==> config.mk <==
export PLATFORM = sky130hd
export DESIGN_NAME = pattern_scan_ctrl
export DESIGN_NICKNAME = d
export VERILOG_FILES = /design/src/rtl/pattern_scan_pkg.sv /design/src/rtl/pat_win_cnt.sv /design/src/rtl/pattern_scan_ctrl.sv
export SDC_FILE = /design/constraint.sdc
export NUM_CORES = 1
export LEC_CHECK = 0
export ABC_AREA = 1
export BUFFER_PORTS_ARGS = -buffer_cell sky130_fd_sc_hd__buf_4
export CORE_MARGIN = 1.5
export CORE_UTILIZATION = 40
export DETAILED_ROUTE_END_ITERATION = 10
export HOLD_SLACK_MARGIN = 0.03
export PLACE_DENSITY = 0.57
export SLEW_MARGIN = 20
export SYNTH_ARGS = -nofsm -noshare
export SYNTH_HDL_FRONTEND = slang
export SYNTH_SLANG_ARGS = --single-unit
==> constraint.sdc <==
create_clock -name clk -period 5.2 [get_ports clk]
set_input_delay 0.26 -clock clk [delete_from_list [all_inputs] [get_ports clk]]
set_output_delay 0.26 -clock clk [all_outputs]
set_load 0.05 [all_outputs]
==> src/rtl/pattern_scan_pkg.sv <==
// Shared types and constants for the pattern-search sequencer.
package pattern_scan_pkg;

    localparam int NBYTES      = 32;
    localparam int PAT_ADDR    = 32;
    localparam int RES_ADDR    = 33;
    localparam int PAT_W       = 5;
    localparam int SCAN_CYCLES = NBYTES;

    typedef enum logic [2:0] {
        IDLE,
        LOAD_PAT,
        SCAN,
        DRAIN,
        WR_CTB,
        WR_CTO,
        WR_CTS,
        DONE
    } scan_state_t;

endpackage

==> src/rtl/pat_win_cnt.sv <==
// Counts 5-bit pattern hits in a {prev,cur} byte pair: the in-byte windows of cur
// and the eight windows that start inside prev (bit 15 is first in string order).
module pat_win_cnt
    import pattern_scan_pkg::*;
(
    input  logic [15:0]      win,
    input  logic [PAT_W-1:0] pat,
    input  logic             mode,
    output logic [2:0]       in_cnt,
    output logic [3:0]       x_cnt
);

    always_comb begin
        in_cnt = '0;
        x_cnt  = '0;
        for (int k = 0; k < 4; k++) begin
            if (win[k +: PAT_W] == pat) in_cnt = in_cnt + 3'd1;
        end
        // mode=0 for the first byte of the string, which has no predecessor
        if (mode) begin
            for (int k = 0; k < 8; k++) begin
                if (win[11-k +: PAT_W] == pat) x_cnt = x_cnt + 4'd1;
            end
        end
    end

endmodule

==> src/rtl/pattern_scan_ctrl.sv <==
// Sequencer that owns the data-memory port while busy: loads the pattern, streams the
// search string with one-cycle read latency, and writes the three hit counts back.
module pattern_scan_ctrl #(
    parameter int ADDR_W   = 8,
    parameter int NBYTES   = pattern_scan_pkg::NBYTES,
    parameter int PAT_ADDR = pattern_scan_pkg::PAT_ADDR,
    parameter int RES_ADDR = pattern_scan_pkg::RES_ADDR
) (
    input  logic              clk,
    input  logic              reset,
    input  logic              start,
    output logic              done,
    output logic              busy,
    output logic              mem_req,
    output logic [ADDR_W-1:0] mem_addr,
    output logic              mem_we,
    output logic [7:0]        mem_wdata,
    input  logic [7:0]        mem_rdata
);
    import pattern_scan_pkg::*;

    scan_state_t      state_q, state_d;
    logic [ADDR_W-1:0] addr_q, addr_d;
    logic             we_q, we_d;
    logic [7:0]       wdata_q, wdata_d;
    logic             done_q, done_d;
    logic             busy_q, busy_d;
    logic [PAT_W-1:0] pat_q, pat_d;
    logic [7:0]       prev_q, prev_d;
    logic [7:0]       ctb_q, ctb_d, cto_q, cto_d, cts_q, cts_d;

    logic [2:0] in_cnt;
    logic [3:0] x_cnt;
    logic       cross_en;
    logic       acc_en;
    logic [7:0] ctb_sum, cto_sum, cts_sum;

    assign cross_en = (state_q == DRAIN) || (addr_q > ADDR_W'(1));
    assign acc_en   = (state_q == DRAIN) || ((state_q == SCAN) && (addr_q != '0));

    pat_win_cnt u_win (
        .win    ({prev_q, mem_rdata}),
        .pat    (pat_q),
        .mode   (cross_en),
        .in_cnt (in_cnt),
        .x_cnt  (x_cnt)
    );

    // The last byte has no successor, so its in-byte windows are folded into cts at DRAIN
    assign ctb_sum = ctb_q + 8'(in_cnt);
    assign cto_sum = cto_q + 8'(in_cnt != 3'd0);
    assign cts_sum = cts_q + 8'(x_cnt) + ((state_q == DRAIN) ? 8'(in_cnt) : 8'd0);

    always_comb begin
        state_d = state_q;
        addr_d  = addr_q;
        we_d    = 1'b0;
        wdata_d = wdata_q;
        done_d  = done_q;
        busy_d  = busy_q;
        pat_d   = pat_q;
        prev_d  = prev_q;
        ctb_d   = ctb_q;
        cto_d   = cto_q;
        cts_d   = cts_q;
        if (acc_en) begin
            ctb_d  = ctb_sum;
            cto_d  = cto_sum;
            cts_d  = cts_sum;
            prev_d = mem_rdata;
        end
        case (state_q)
            IDLE, DONE: begin
                addr_d = '0;
                if (start) begin
                    state_d = LOAD_PAT;
                    addr_d  = ADDR_W'(PAT_ADDR);
                    busy_d  = 1'b1;
                    done_d  = 1'b0;
                end
            end
            LOAD_PAT: begin
                state_d = SCAN;
                addr_d  = '0;
                ctb_d   = '0;
                cto_d   = '0;
                cts_d   = '0;
                prev_d  = '0;
            end
            SCAN: begin
                if (addr_q == '0) pat_d = mem_rdata[7:3];
                if (addr_q == ADDR_W'(NBYTES - 1)) begin
                    state_d = DRAIN;
                    addr_d  = '0;
                end else begin
                    addr_d = addr_q + ADDR_W'(1);
                end
            end
            DRAIN: begin
                state_d = WR_CTB;
                addr_d  = ADDR_W'(RES_ADDR);
                we_d    = 1'b1;
                wdata_d = ctb_sum;
            end
            WR_CTB: begin
                state_d = WR_CTO;
                addr_d  = ADDR_W'(RES_ADDR + 1);
                we_d    = 1'b1;
                wdata_d = cto_q;
            end
            WR_CTO: begin
                state_d = WR_CTS;
                addr_d  = ADDR_W'(RES_ADDR + 2);
                we_d    = 1'b1;
                wdata_d = cts_q;
            end
            WR_CTS: begin
                state_d = DONE;
                addr_d  = '0;
                wdata_d = '0;
                busy_d  = 1'b0;
                done_d  = 1'b1;
            end
            default: state_d = IDLE;
        endcase
    end

    always_ff @(posedge clk) begin
        if (!reset) begin
            state_q <= IDLE;
            addr_q  <= '0;
            we_q    <= 1'b0;
            wdata_q <= '0;
            done_q  <= 1'b0;
            busy_q  <= 1'b0;
            pat_q   <= '0;
            prev_q  <= '0;
            ctb_q   <= '0;
            cto_q   <= '0;
            cts_q   <= '0;
        end else begin
            state_q <= state_d;
            addr_q  <= addr_d;
            we_q    <= we_d;
            wdata_q <= wdata_d;
            done_q  <= done_d;
            busy_q  <= busy_d;
            pat_q   <= pat_d;
            prev_q  <= prev_d;
            ctb_q   <= ctb_d;
            cto_q   <= cto_d;
            cts_q   <= cts_d;
        end
    end

    assign done      = done_q;
    assign busy      = busy_q;
    assign mem_req   = busy_q;
    assign mem_addr  = addr_q;
    assign mem_we    = we_q;
    assign mem_wdata = wdata_q;

endmodule

# Yosys cells after proc, flatten, opt, wreduce, memory -nomap -nowiden
# Cells that the tools add are included.
# W data, S select, Z words.
# op_classes
n_bitwise	1
magnitude_cmp	1
n_eq_ne	22
mux	33
reduce_logical	16
n_addsub	15
# op_table
operator	count
$eq A5 B5 Y1	12
$mux W4	15
$pmux W8 S6	1
$pmux W8 S4	1
$add A4 B1 Y4 const B	7
$pmux W3 S7	1
$mux W3	6
$add A8 B3 Y8	2
$eq A3 B3 Y1 const B	4
$add A8 B1 Y8	1
$add A8 B1 Y8 const B	1
$add A8 B4 Y8	1
$eq A8 B5 Y1 const B	1
$gt A8 B1 Y1 const B	1
$logic_not A8 Y1	1
$mux W8	1
$reduce_bool A8 Y1	1
$add A3 B1 Y3 const B	2
$eq A3 B2 Y1 const B	2
$mux W6	1
$reduce_and A2 Y1	3
$reduce_or A2 Y1	3
$mux W1	5
$pmux W1 S2	2
other kinds (12)	13
# word_totals
word_cells	99
output_inout_bits	20
in_bits	11
regBits	59

# Depth between registers and ports, before layout
# Gate-level depths: netlist of run 1.
# logic_depth
ltp_word	26
ltp_mapped	37

# Cells and area by module
# From an unflattened synthesis of run 1, not the netlist that was laid out.
# hier_totals
hier_cells	763
hier_area_um2	5009.8
# by_module_without_submodules
module	cells_per_inst	instances	area_each_um2
pattern_scan_ctrl	448	1	3165.5
pat_win_cnt	315	1	1844.3

# Least setup slack after synthesis of run 1
# Ideal clock, no wire load.
# synth_timing
path_kind	flip-flop to flip-flop
startpoint	reg pat_q[4]
endpoint	reg cts_q[7]
setup_slack_ns	-0.414
path_stages_with_launch	36
setup_time_ns	0.120
n_path_buf	1
arrival_time_ns	5.494
path_cell_list	dfxtp_1 buf_2 inv_1 nor2_1 nor3_1 and3_1 ha_1 nand4_1 nand2_1 inv_1 ha_1 nand2_1 nand2_1 ha_1 or2_1 nand2_1 nor2_2 o31ai_1 ha_1 nand2_1 nand2_1 ha_1 nor2_1 nor2_1 o21ai_0 inv_1 fa_1 ha_1 inv_1 fa_1 o21ai_0 nand2_1 nor2_1 inv_1 nor3_1 nor3_1
# synth_via
elab_chain_len	26
elab_cells_between_ends	45
classes_between	add/sub: 12; eq/ne: 12; mux: 21
# synth_rtl
item	line	rtl
start, declared	pattern_scan_ctrl.sv:28	logic [PAT_W-1:0] pat_q, pat_d;
start signal, assigned	pattern_scan_ctrl.sv:148	pat_q <= pat_d;
$eq A5 B5 Y1	pat_win_cnt.sv:22	if (win[11-k +: PAT_W] == pat) x_cnt = x_cnt + 4'd1;
$mux W1	pat_win_cnt.sv:22	
$mux W4	pat_win_cnt.sv:20	if (mode) begin
$add A4 B1 Y4	pat_win_cnt.sv:22	
$mux W4	pat_win_cnt.sv:22	
$mux W4	pat_win_cnt.sv:20	
$add A4 B1 Y4	pat_win_cnt.sv:22	
$mux W4	pat_win_cnt.sv:22	
[10 not listed]	n/a	
$add A4 B1 Y4	pat_win_cnt.sv:22	
$mux W4	pat_win_cnt.sv:22	
$mux W4	pat_win_cnt.sv:20	
$add A4 B1 Y4	pat_win_cnt.sv:22	
$mux W4	pat_win_cnt.sv:22	
$mux W4	pat_win_cnt.sv:20	
$add A8 B4 Y8	pattern_scan_ctrl.sv:52	assign cts_sum = cts_q + 8'(x_cnt) + ((state_q == DRAIN) ? 8'(in_cnt) : 8'd0);
$add A8 B3 Y8 *	pattern_scan_ctrl.sv:52	
end signal, assigned	pattern_scan_ctrl.sv:152	cts_q <= cts_d;
end, declared	pattern_scan_ctrl.sv:30	logic [7:0] ctb_q, ctb_d, cto_q, cto_d, cts_q, cts_d;
# Every way passes the cells marked *; elsewhere a longest branch is shown, timed or not. The select of a mux whose other input is x is not followed.
# A chain may end at the register's enable or synchronous reset.

# Worst setup path in the final report of run 1
# layout_timing
startpoint	reg prev_q[3]
endpoint	reg cts_q[7]
# layout_via
elab_chain_len	26
elab_cells_between_ends	30
classes_between	add/sub: 9; eq/ne: 5; mux: 16
# layout_rtl
item	line	rtl
start, declared	pattern_scan_ctrl.sv:29	logic [7:0] prev_q, prev_d;
start signal, assigned	pattern_scan_ctrl.sv:149	prev_q <= prev_d;
$eq A5 B5 Y1	pat_win_cnt.sv:22	
$mux W1	pat_win_cnt.sv:22	
$mux W4	pat_win_cnt.sv:20	
$add A4 B1 Y4	pat_win_cnt.sv:22	
$mux W4	pat_win_cnt.sv:22	
$mux W4	pat_win_cnt.sv:20	
$add A4 B1 Y4	pat_win_cnt.sv:22	
$mux W4	pat_win_cnt.sv:22	
[10 not listed]	n/a	
$add A4 B1 Y4	pat_win_cnt.sv:22	
$mux W4 *	pat_win_cnt.sv:22	
$mux W4 *	pat_win_cnt.sv:20	
$add A4 B1 Y4	pat_win_cnt.sv:22	
$mux W4 *	pat_win_cnt.sv:22	
$mux W4 *	pat_win_cnt.sv:20	
$add A8 B4 Y8 *	pattern_scan_ctrl.sv:52	
$add A8 B3 Y8 *	pattern_scan_ctrl.sv:52	
# Marked as above.

==> reports/summary.txt, run 1 <==
Outcome = finished, violations left
Failing checks = setup timing
Root buf cell = clkbuf_8
Antenna diodes = 0
DRC = 0
Yosys cell types = 45
FF+latch count, synth = 59
Fmax = 0.1838 GHz
Max FO, Critical Path = 4
R2R depth = 34
Layout cell share with drive strength beyond 1 = 23.60%
H-Tree Depth = 3
Placement row count = 38
Multi-input gate area = 3069 sq um
Nets = 786
Mux share of post-synthesis cell area = 0%
Compound-Gate Fraction of Synth Area = 15.28%
1st-iter DRT viols = 131
Clock Path Buffers = 2
Crit path DAT = 5.67 ns
Area share of and/or/nand/nor cells after synthesis = 30.30%
Router iterations before antenna repair = 4
Post-synthesis sequential area ratio = 26.27%
Total track usage = 21.71%
XOR/XNOR share of the synthesized area = 8.375%
First-pass GRT wire length = 20250 microns
Reg2Reg Setup Slack = -0.24 ns
Worst-margin pin slew = 0.8466 ns
Total core area = 10890 sq um
Setup TNS = -0.4304 ns
Startpoint Class = flop
Worst path max stage delay = 0.54 ns
Vias in the first global route = 4505
Adder-Cell Fraction of Synth Area = 9.182%
IO Port Bufs = 30
Warnings from Yosys = 0
Skew-Pair Late Insertion Delay = 0.35 ns
Minimum clock period = 5.440 ns
Total gr overflow = 0
Clk_skew = 0.01011 ns
DR vias/cell = 4.966
WL/cell = 13.36 microns
Max-Cap Viols = 0
TritonCTS Buffers = 9
Die H = 109.0 microns
Reg2reg start = prev_q[3]$_SDFFE_PP0P_
Most numerous cell on the critical path = ha_4
Main combinational cell family by area after synthesis = simple AND/OR/NAND/NOR gates
Fin util = 52.02%
Syn_nets = 717
Slew headroom = 43.09%
Syn Area/Cell = 6.652 sq um
RSZ-0062 raised after global routing = true
Critical Path Start = prev_q[3]$_SDFFE_PP0P_
FF-to-FF End = cts_q[7]$_SDFFE_PP0P_
Max-slew violation count = 0
Die width = 109.0 microns
DR vias = 4420
Setup violations, final = 2
Register Area = 1199 sq um
Min-Delay Path Class = primary input to flop
Ys async rst share = 0%
HPWL Detailed = 8974 microns
Synth Flop Type = dfxtp_1
Final hold vios = 0
Setup slack after layout = -0.2402 ns
Routed WL = 11890 microns
I/O Pins = 31
CP Capture Type = flop
# fillers = 1065
Clock-pin transition on the worst setup and hold timing paths = 0.07 ns
Pin count of the biggest net entering global routing = 29
Layout area overhead = 25.96%
GPL Wtd Cong = 0.8381
Initial Util = 41.30%
Pre-CTS WS = -0.4951 ns
Antenna violations before repair = 0
Final Cycle Share = 104.6%
Hold Crit Start = reset
Slowest CP cell = fa_1
Post-synth EDFFs = 0
Setup crit end = cts_q[7]$_SDFFE_PP0P_
Critical path type = flop to flop
CTS tree = done
Post-Synthesis Cell Area = 4497 sq um
Cell count after synthesis = 676
CP required = 5.43 ns
Die area = 11890 sq um
Remaining antenna violation count = 0
CTS sink count = 59
Hold Slack = 0.1963 ns
[cell usage after synthesis, drive strengths merged, types with 10 or more instances]
master	instances	area, sq um
o21ai	42	210.2
ha	25	312.8
nand3	36	217.7
nor3	10	50.05
inv	95	356.6
nand2	147	566.8
nor2	83	346.6
clkbuf	14	52.55
xor2	24	210.2
dfxtp	59	1181
a21oi	56	287.8
buf	11	63.81
xnor2	19	166.4
[cell type report]
type	instances	share of cell area [%]
clock buffers	12	2.739
clock inverters	4	1.281
inverters	96	6.406
multi-input cells	496	54.19
flip-flops and latches	59	21.16
well taps	140	3.093
repair buffers	83	11.13
[per-stage QoR]
stage / instance area (sq um) / instances
final: 5664 / 890
after global routing: 5664 / 890
after CTS: 5540 / 889
after detailed placement: 5107 / 862
after global placement: 5107 / 862
after floorplan: 4537 / 676
[worst min path at each step]
stage	endpoint	slack, ns	cells after the start
global placement	cto_q[7]$_SDFFE_PP0P_	0.45	1
global route	state_q[1]$_SDFFE_PN0P_	0.22	3
floorplan	state_q[1]$_SDFFE_PN0P_	0.40	2
CTS	state_q[1]$_SDFFE_PN0P_	0.18	3
detailed placement	done$_SDFFE_PN0P_	0.46	2
finish	state_q[1]$_SDFFE_PN0P_	0.20	3
[critical path: cells and delay by family (launching register included)]
kind            cells  cell delay [ns]
compound gates      3             0.38
fa+ha+maj           8             2.18
simple gates       18             2.12
flops               1             0.36
buf+inv             5             0.27
[sequential cells by signal (all words and copies together) (netlist names)]
| signal | count |
|---|---|
| pat_q | 5 |
| state_q | 3 |
| prev_q | 8 |
| cts_q | 8 |
| mem_wdata | 8 |
| mem_addr | 8 |
| cto_q | 8 |
| mem_we | 1 |
| ctb_q | 8 |
| done | 1 |
| busy | 1 |
[metal layers]
layer  GRT usage (%)  routed length, microns  share of wire, %
met5               0                       0                 0
met4           9.774                     301               2.5
met3           3.467                     328               2.8
met2           38.04                    5985                50
met1           25.93                    5270                44
[logic make-up after synthesis]
family,after synthesis
AOI/OAI and AO/OA,123
buffers and inverters,121
and+or+nand+nor,300
DFF,59
adders and majority gates,30
xor gates and xnor gates,43
[timing repair]
item | in CTS | in global routing
hold buffers | 0 | 0
pin swaps | 19 | 26
gates resized for setup | 31 | 27
setup endpoints to repair | 6 | 6
setup buffers | 12 | 2
endpoints found under the hold margin | 0 | 0
[layout by cell type, fill, tap and decap left out, types with 3 or more instances in the layout]
cell type	instances
o21ai_0	38
nor2_2	7
a211oi_1	6
clkbuf_8	11
and3_1	3
xor2_1	23
nand2_4	5
ha_4	5
inv_1	81
a21oi_2	4
nand2_1	135
inv_2	13
a21oi_1	51
nor2_4	6
nand3_1	29
o22ai_1	4
xnor2_1	19
fa_1	4
nand4_1	8
nand2_2	7
dfxtp_1	53
dfxtp_4	4
ha_1	17
buf_4	81
nor2_1	70
ha_2	3
nand3_2	6
nor3_1	8
Power of run 1 is not shown: default switching activity piles up to over one toggle a cycle in this logic, so the estimate is an artifact.
==> run 2: changes to the inputs <==
Settings changed: PLACE_DENSITY 0.57 to 0.71.
==> reports/summary.txt, run 2 (same netlist as run 1, synthesis figures left out) <==
Failing checks = setup timing (unchanged)
Slowest CP cell = fa_2 (was fa_1)
Min-Delay Path Class = primary input to flop (unchanged)
Pre-CTS WS = -0.4750 ns (was -0.4951 ns)
CP Capture Type = flop (unchanged)
Layout area overhead = 27.07% (was 25.96%)
Total gr overflow = 0 (unchanged)
Final hold vios = 0 (unchanged)
DR vias = 4700 (was 4420)
WL/cell = 13.93 microns (was 13.36 microns)
Die area = 11890 sq um (unchanged)
RSZ-0062 raised after global routing = true (unchanged)
Reg2reg start = pat_q[1]$_SDFFE_PN0P_ (was prev_q[3]$_SDFFE_PP0P_)
Startpoint Class = flop (unchanged)
Layout cell share with drive strength beyond 1 = 25.13% (was 23.60%)
FF-to-FF End = cts_q[5]$_SDFFE_PP0P_ (was cts_q[7]$_SDFFE_PP0P_)
First-pass GRT wire length = 19750 microns (was 20250 microns)
Reg2Reg Setup Slack = -0.39 ns (was -0.24 ns)
DR WL met3 = 455 microns (was 328 microns)
Total track usage = 20.76% (was 21.71%)
Clk_skew = 0.01638 ns (was 0.01011 ns)
Commonest non-fill, non-tap cells in the layout = 132 x nand2_1, 85 x buf_4, 81 x inv_1, 70 x nor2_1, 53 x dfxtp_1 (was 135 x nand2_1, 81 x inv_1, 81 x buf_4, 70 x nor2_1, 53 x dfxtp_1)
Routed WL = 12420 microns (was 11890 microns)
Max-Cap Viols = 0 (unchanged)
Setup slack after layout = -0.3933 ns (was -0.2402 ns)
Root buf cell = clkbuf_8 (unchanged)
TritonCTS Buffers = 9 (unchanged)
HPWL Detailed = 8672 microns (was 8974 microns)
H-Tree Depth = 3 (unchanged)
Critical path type = flop to flop (unchanged)
Vias in the first global route = 4562 (was 4505)
Initial Util = 41.30% (unchanged)
Max FO, Critical Path = 5 (was 4)
Crit path DAT = 5.88 ns (was 5.67 ns)
DP Area = 5077 sq um (was 5107 sq um)
Detail Route met2 WL = 6488 microns (was 5985 microns)
Die width = 109.0 microns (unchanged)
Final Cycle Share = 107.6% (was 104.6%)
Final cell count without fillers = 892 (was 890)
Hold Crit Start = reset (unchanged)
Router iterations before antenna repair = 5 (was 4)
Slew headroom = 31.79% (was 43.09%)
Remaining antenna violation count = 0 (unchanged)
Skew-Pair Late Insertion Delay = 0.35 ns (about the same)
Setup violations, final = 3 (was 2)
Worst path max stage delay = 0.58 ns (was 0.54 ns)
DRC = 0 (unchanged)
CTS sink count = 59 (unchanged)
Antenna diodes = 0 (unchanged)
Cells after DPL = 858 (was 862)
Fmax = 0.1788 GHz (was 0.1838 GHz)
IO Port Bufs = 30 (unchanged)
CP required = 5.48 ns (was 5.43 ns)
Hold EP = state_q[1]$_SDFFE_PN0P_ (unchanged)
Worst-margin pin slew = 1.015 ns (was 0.8466 ns)
Clock-pin transition on the worst setup and hold timing paths = 0.07 ns (about the same)
WHS Path Cells = 3 (unchanged)
DR vias/cell = 5.269 (was 4.966)
GPL Wtd Cong = 0.8760 (was 0.8381)
Die H = 109.0 microns (unchanged)
Clock Path Buffers = 2 (unchanged)
Max-slew violation count = 0 (unchanged)
Placement row count = 38 (unchanged)
Pin count of the biggest net entering global routing = 29 (unchanged)
Met1 wire length = 5017 microns (was 5270 microns)
I/O Pins = 31 (unchanged)
Antenna violations before repair = 0 (unchanged)
Total core area = 10890 sq um (unchanged)
Uppermost layer routed = met4 (unchanged)
Most common cell after layout, fill and taps aside = nand2_1 (unchanged)
1st-iter DRT viols = 304 (was 131)
Most numerous cell on the critical path = ha_4 (unchanged)
Nets = 788 (was 786)
R2R depth = 34 (unchanged)
Minimum clock period = 5.593 ns (was 5.440 ns)
Fin area = 5714 sq um (was 5664 sq um)
Outcome = finished, violations left (unchanged)
CTS tree = done (unchanged)
==> run 2: repair_timing <==
action / CTS / global route
hold buffers: 0 / 0
endpoints found under the setup margin: 6 / 6
gates resized for setup: 26 / 41
setup buffers: 13 / 6
pin swaps: 8 / 33
==> run 2: worst max-delay path by stage <==
stage / cells after the start / startpoint / slack, ns / end
2_1_floorplan: 35 / pat_q[0]$_SDFFE_PN0P_ / -0.10 / cts_q[7]$_SDFFE_PP0P_
3_3_place_gp: 34 / prev_q[3]$_SDFFE_PP0P_ / -0.22 / cts_q[7]$_SDFFE_PP0P_
3_5_place_dp: 34 / prev_q[3]$_SDFFE_PP0P_ / -0.48 / cts_q[7]$_SDFFE_PP0P_
4_1_cts: 35 / pat_q[0]$_SDFFE_PN0P_ / -0.16 / cts_q[7]$_SDFFE_PP0P_
5_1_grt: 34 / pat_q[1]$_SDFFE_PN0P_ / -0.66 / cts_q[7]$_SDFFE_PP0P_
6_report: 34 / pat_q[1]$_SDFFE_PN0P_ / -0.39 / cts_q[5]$_SDFFE_PP0P_
==> run 2: area by class of cell <==
cell class | instances | area [sq um]
Clock buffer | 10 | 137.6
Clock inverter | 6 | 63.81
Fill cell | 1011 | 5174
Inverter | 96 | 365.4
Multi-Input combinational cell | 496 | 3133
Sequential cell | 59 | 1201
Tap cell | 140 | 175.2
Timing Repair Buffer | 85 | 638.1
==> run 2: metrics by stage <==
step / hold slack, ns / util, % / setup TNS [ns]
finish: 0.1951 / 52.48 / -0.8463
global route: 0.2072 / 52.48 / -2.049
CTS: 0.1849 / 50.31 / -0.2591
detailed placement: 0.4595 / 46.63 / -1.228
global placement: 0.4477 / 46.63 / -0.3481
floorplan: 0.4006 / - / -0.1139
==> run 2: metal layers <==
metal	up-vias	track usage (%)
li1	2318	-
met1	2180	23.54
met5	-	0
met4	0	11.00
met3	44	3.766
met2	158	36.79
==> run 2: worst max-delay path: cells and delay by family (launching register included) <==
family	cells	cell delay, ns
AO/OA/AOI/OAI	4	0.58
adder cells (fa/ha/maj)	8	2.19
buffers and inverters	7	0.65
flip-flops	1	0.37
AND/OR/NAND/NOR	15	1.72
Power of run 2 is left out for the same reason.
==> run 3: changes to the inputs <==
Settings changed: CORE_UTILIZATION 40 to 55, MAX_ROUTING_LAYER from default to met4, PLACE_DENSITY 0.71 to 0.88.
==> reports/summary.txt, run 3 (same netlist as run 1, synthesis figures left out) <==
Antenna violations before repair = 0 (unchanged)
Clock-pin transition on the worst setup and hold timing paths = 0.08 ns (was 0.07 ns)
FF-to-FF End = cts_q[7]$_SDFFE_PP0P_ (was cts_q[5]$_SDFFE_PP0P_)
Worst path max stage delay = 0.50 ns (was 0.58 ns)
Slowest CP cell = fa_1 (was fa_2)
Setup slack after layout = -0.3453 ns (was -0.3933 ns)
Worst-margin pin slew = 0.9473 ns (was 1.015 ns)
Fin area = 5575 sq um (was 5714 sq um)
Final hold vios = 0 (unchanged)
Routed WL = 13150 microns (was 12420 microns)
Remaining antenna violation count = 0 (unchanged)
HPWL Detailed = 8909 microns (was 8672 microns)
Layout cell share with drive strength beyond 1 = 23.33% (was 25.13%)
Most common cell after layout, fill and taps aside = nand2_1 (unchanged)
Multi-input gate area = 3053 sq um (was 3133 sq um)
WL/cell = 15.44 microns (was 13.93 microns)
Total core area = 7807 sq um (was 10890 sq um)
Fin util = 71.41% (was 52.48%)
R2R depth = 34 (unchanged)
DP Area = 5030 sq um (was 5077 sq um)
Failing checks = setup timing (unchanged)
Minimum clock period = 5.545 ns (was 5.593 ns)
H-Tree Depth = 3 (unchanged)
DR vias = 4854 (was 4700)
Layout area overhead = 23.98% (was 27.07%)
Setup violations, final = 5 (was 3)
WHS Path Cells = 3 (unchanged)
Router iterations before antenna repair = 5 (unchanged)
Slew headroom = 36.70% (was 31.79%)
DRC = 0 (unchanged)
Max-slew violation count = 0 (unchanged)
Nets = 786 (was 788)
Die H = 93.42 microns (was 109.0 microns)
Crit path DAT = 5.81 ns (was 5.88 ns)
RSZ-0062 raised after global routing = true (unchanged)
Max FO, Critical Path = 3 (was 5)
Reg2reg start = prev_q[3]$_SDFFE_PP0P_ (was pat_q[1]$_SDFFE_PN0P_)
First-pass GRT wire length = 20960 microns (was 19750 microns)
Min-Delay Path Class = primary input to flop (unchanged)
I/O Pins = 31 (unchanged)
Reg2Reg Setup Slack = -0.35 ns (was -0.39 ns)
Antenna diodes = 0 (unchanged)
1st-iter DRT viols = 487 (was 304)
Hold Crit Start = reset (unchanged)
Die width = 93.42 microns (was 109.0 microns)
Final Cycle Share = 106.6% (was 107.6%)
Die area = 8727 sq um (was 11890 sq um)
IO Port Bufs = 30 (unchanged)
Skew-Pair Late Insertion Delay = 0.35 ns (about the same)
CP required = 5.47 ns (was 5.48 ns)
Total gr overflow = 0 (unchanged)
Clk_skew = 0.009388 ns (was 0.01638 ns)
Vias in the first global route = 4714 (was 4562)
Most numerous cell on the critical path = nor2_4 (was ha_4)
# fillers = 583 (was 1011)
Startpoint Class = flop (unchanged)
Pin count of the biggest net entering global routing = 29 (unchanged)
Placement row count = 32 (was 38)
Register Area = 1199 sq um (was 1201 sq um)
GPL Wtd Cong = 0.9721 (was 0.8760)
Hold EP = state_q[1]$_SDFFE_PN0P_ (unchanged)
Initial Util = 57.60% (was 41.30%)
CTS tree = done (unchanged)
DR vias/cell = 5.697 (was 5.269)
Max-Cap Viols = 0 (unchanged)
Fmax = 0.1803 GHz (was 0.1788 GHz)
TritonCTS Buffers = 9 (unchanged)
CP Capture Type = flop (unchanged)
Root buf cell = clkbuf_8 (unchanged)
Outcome = finished, violations left (unchanged)
Clock Path Buffers = 2 (unchanged)
Commonest non-fill, non-tap cells in the layout = 135 x nand2_1, 82 x inv_1, 81 x buf_4, 69 x nor2_1, 53 x dfxtp_1 (was 132 x nand2_1, 85 x buf_4, 81 x inv_1, 70 x nor2_1, 53 x dfxtp_1)
# hold bufs at CTS = 0 (unchanged)
CTS sink count = 59 (unchanged)
Total track usage = 30.80% (was 20.76%)
Critical path type = flop to flop (unchanged)
[run 3: final cells by class]
type                    instances  area share, %
clock buffers                   9          2.222
clock inverters                 7          1.369
inverters                      96          6.553
multi-input cells             496          54.76
flip-flops and latches         59          21.50
well taps                     102          2.289
repair buffers                 83          11.31
[run 3: worst max-delay path by stage]
stage                           startpoint                    end  slack, ns  cells after the start
floorplan            pat_q[0]$_SDFFE_PN0P_  cts_q[7]$_SDFFE_PP0P_      -0.10                     35
detailed placement   pat_q[1]$_SDFFE_PN0P_  cts_q[7]$_SDFFE_PP0P_      -0.37                     35
CTS                  pat_q[0]$_SDFFE_PN0P_  cts_q[7]$_SDFFE_PP0P_      -0.26                     34
finish              prev_q[3]$_SDFFE_PP0P_  cts_q[7]$_SDFFE_PP0P_      -0.35                     34
global placement     pat_q[0]$_SDFFE_PN0P_  cts_q[7]$_SDFFE_PP0P_      -0.18                     35
global route        prev_q[4]$_SDFFE_PP0P_  cts_q[7]$_SDFFE_PP0P_      -0.57                     34
[run 3: repair_timing]
item	in CTS	in global routing
pin swaps	25	27
setup endpoints to repair	6	6
setup buffers	8	9
resized for setup	32	23
[run 3: routing by layer]
metal	part of all wire [%]	routed length, microns	GRT usage (%)	vias up
met2	52	6854	54.29	218
met4	3.6	469	16.04	0
met5	0	0	-	-
met1	38	5026	32.80	2268
li1	-	-	-	2317
met3	6.1	803	5.447	51
[run 3: critical path: cells and delay by family (launching register included)]
family / cells / cell delay (ns)
flops: 1 / 0.37
simple gates: 16 / 2.02
fa+ha+maj: 7 / 2.03
buf+inv: 7 / 0.60
compound gates: 4 / 0.44
[run 3: through the flow]
stage,std cells,setup TNS [ns],setup slack [ns],hold WS (ns)
6_report,852,-0.9331,-0.3453,0.1885
2_1_floorplan,676,-0.1139,-0.1020,0.4006
5_1_grt,852,-2.071,-0.5743,0.2084
3_3_place_gp,820,-0.2755,-0.1789,0.4512
4_1_cts,843,-0.5065,-0.2601,0.1850
3_5_place_dp,820,-0.9058,-0.3694,0.4533
Power of run 3 is left out for the same reason.
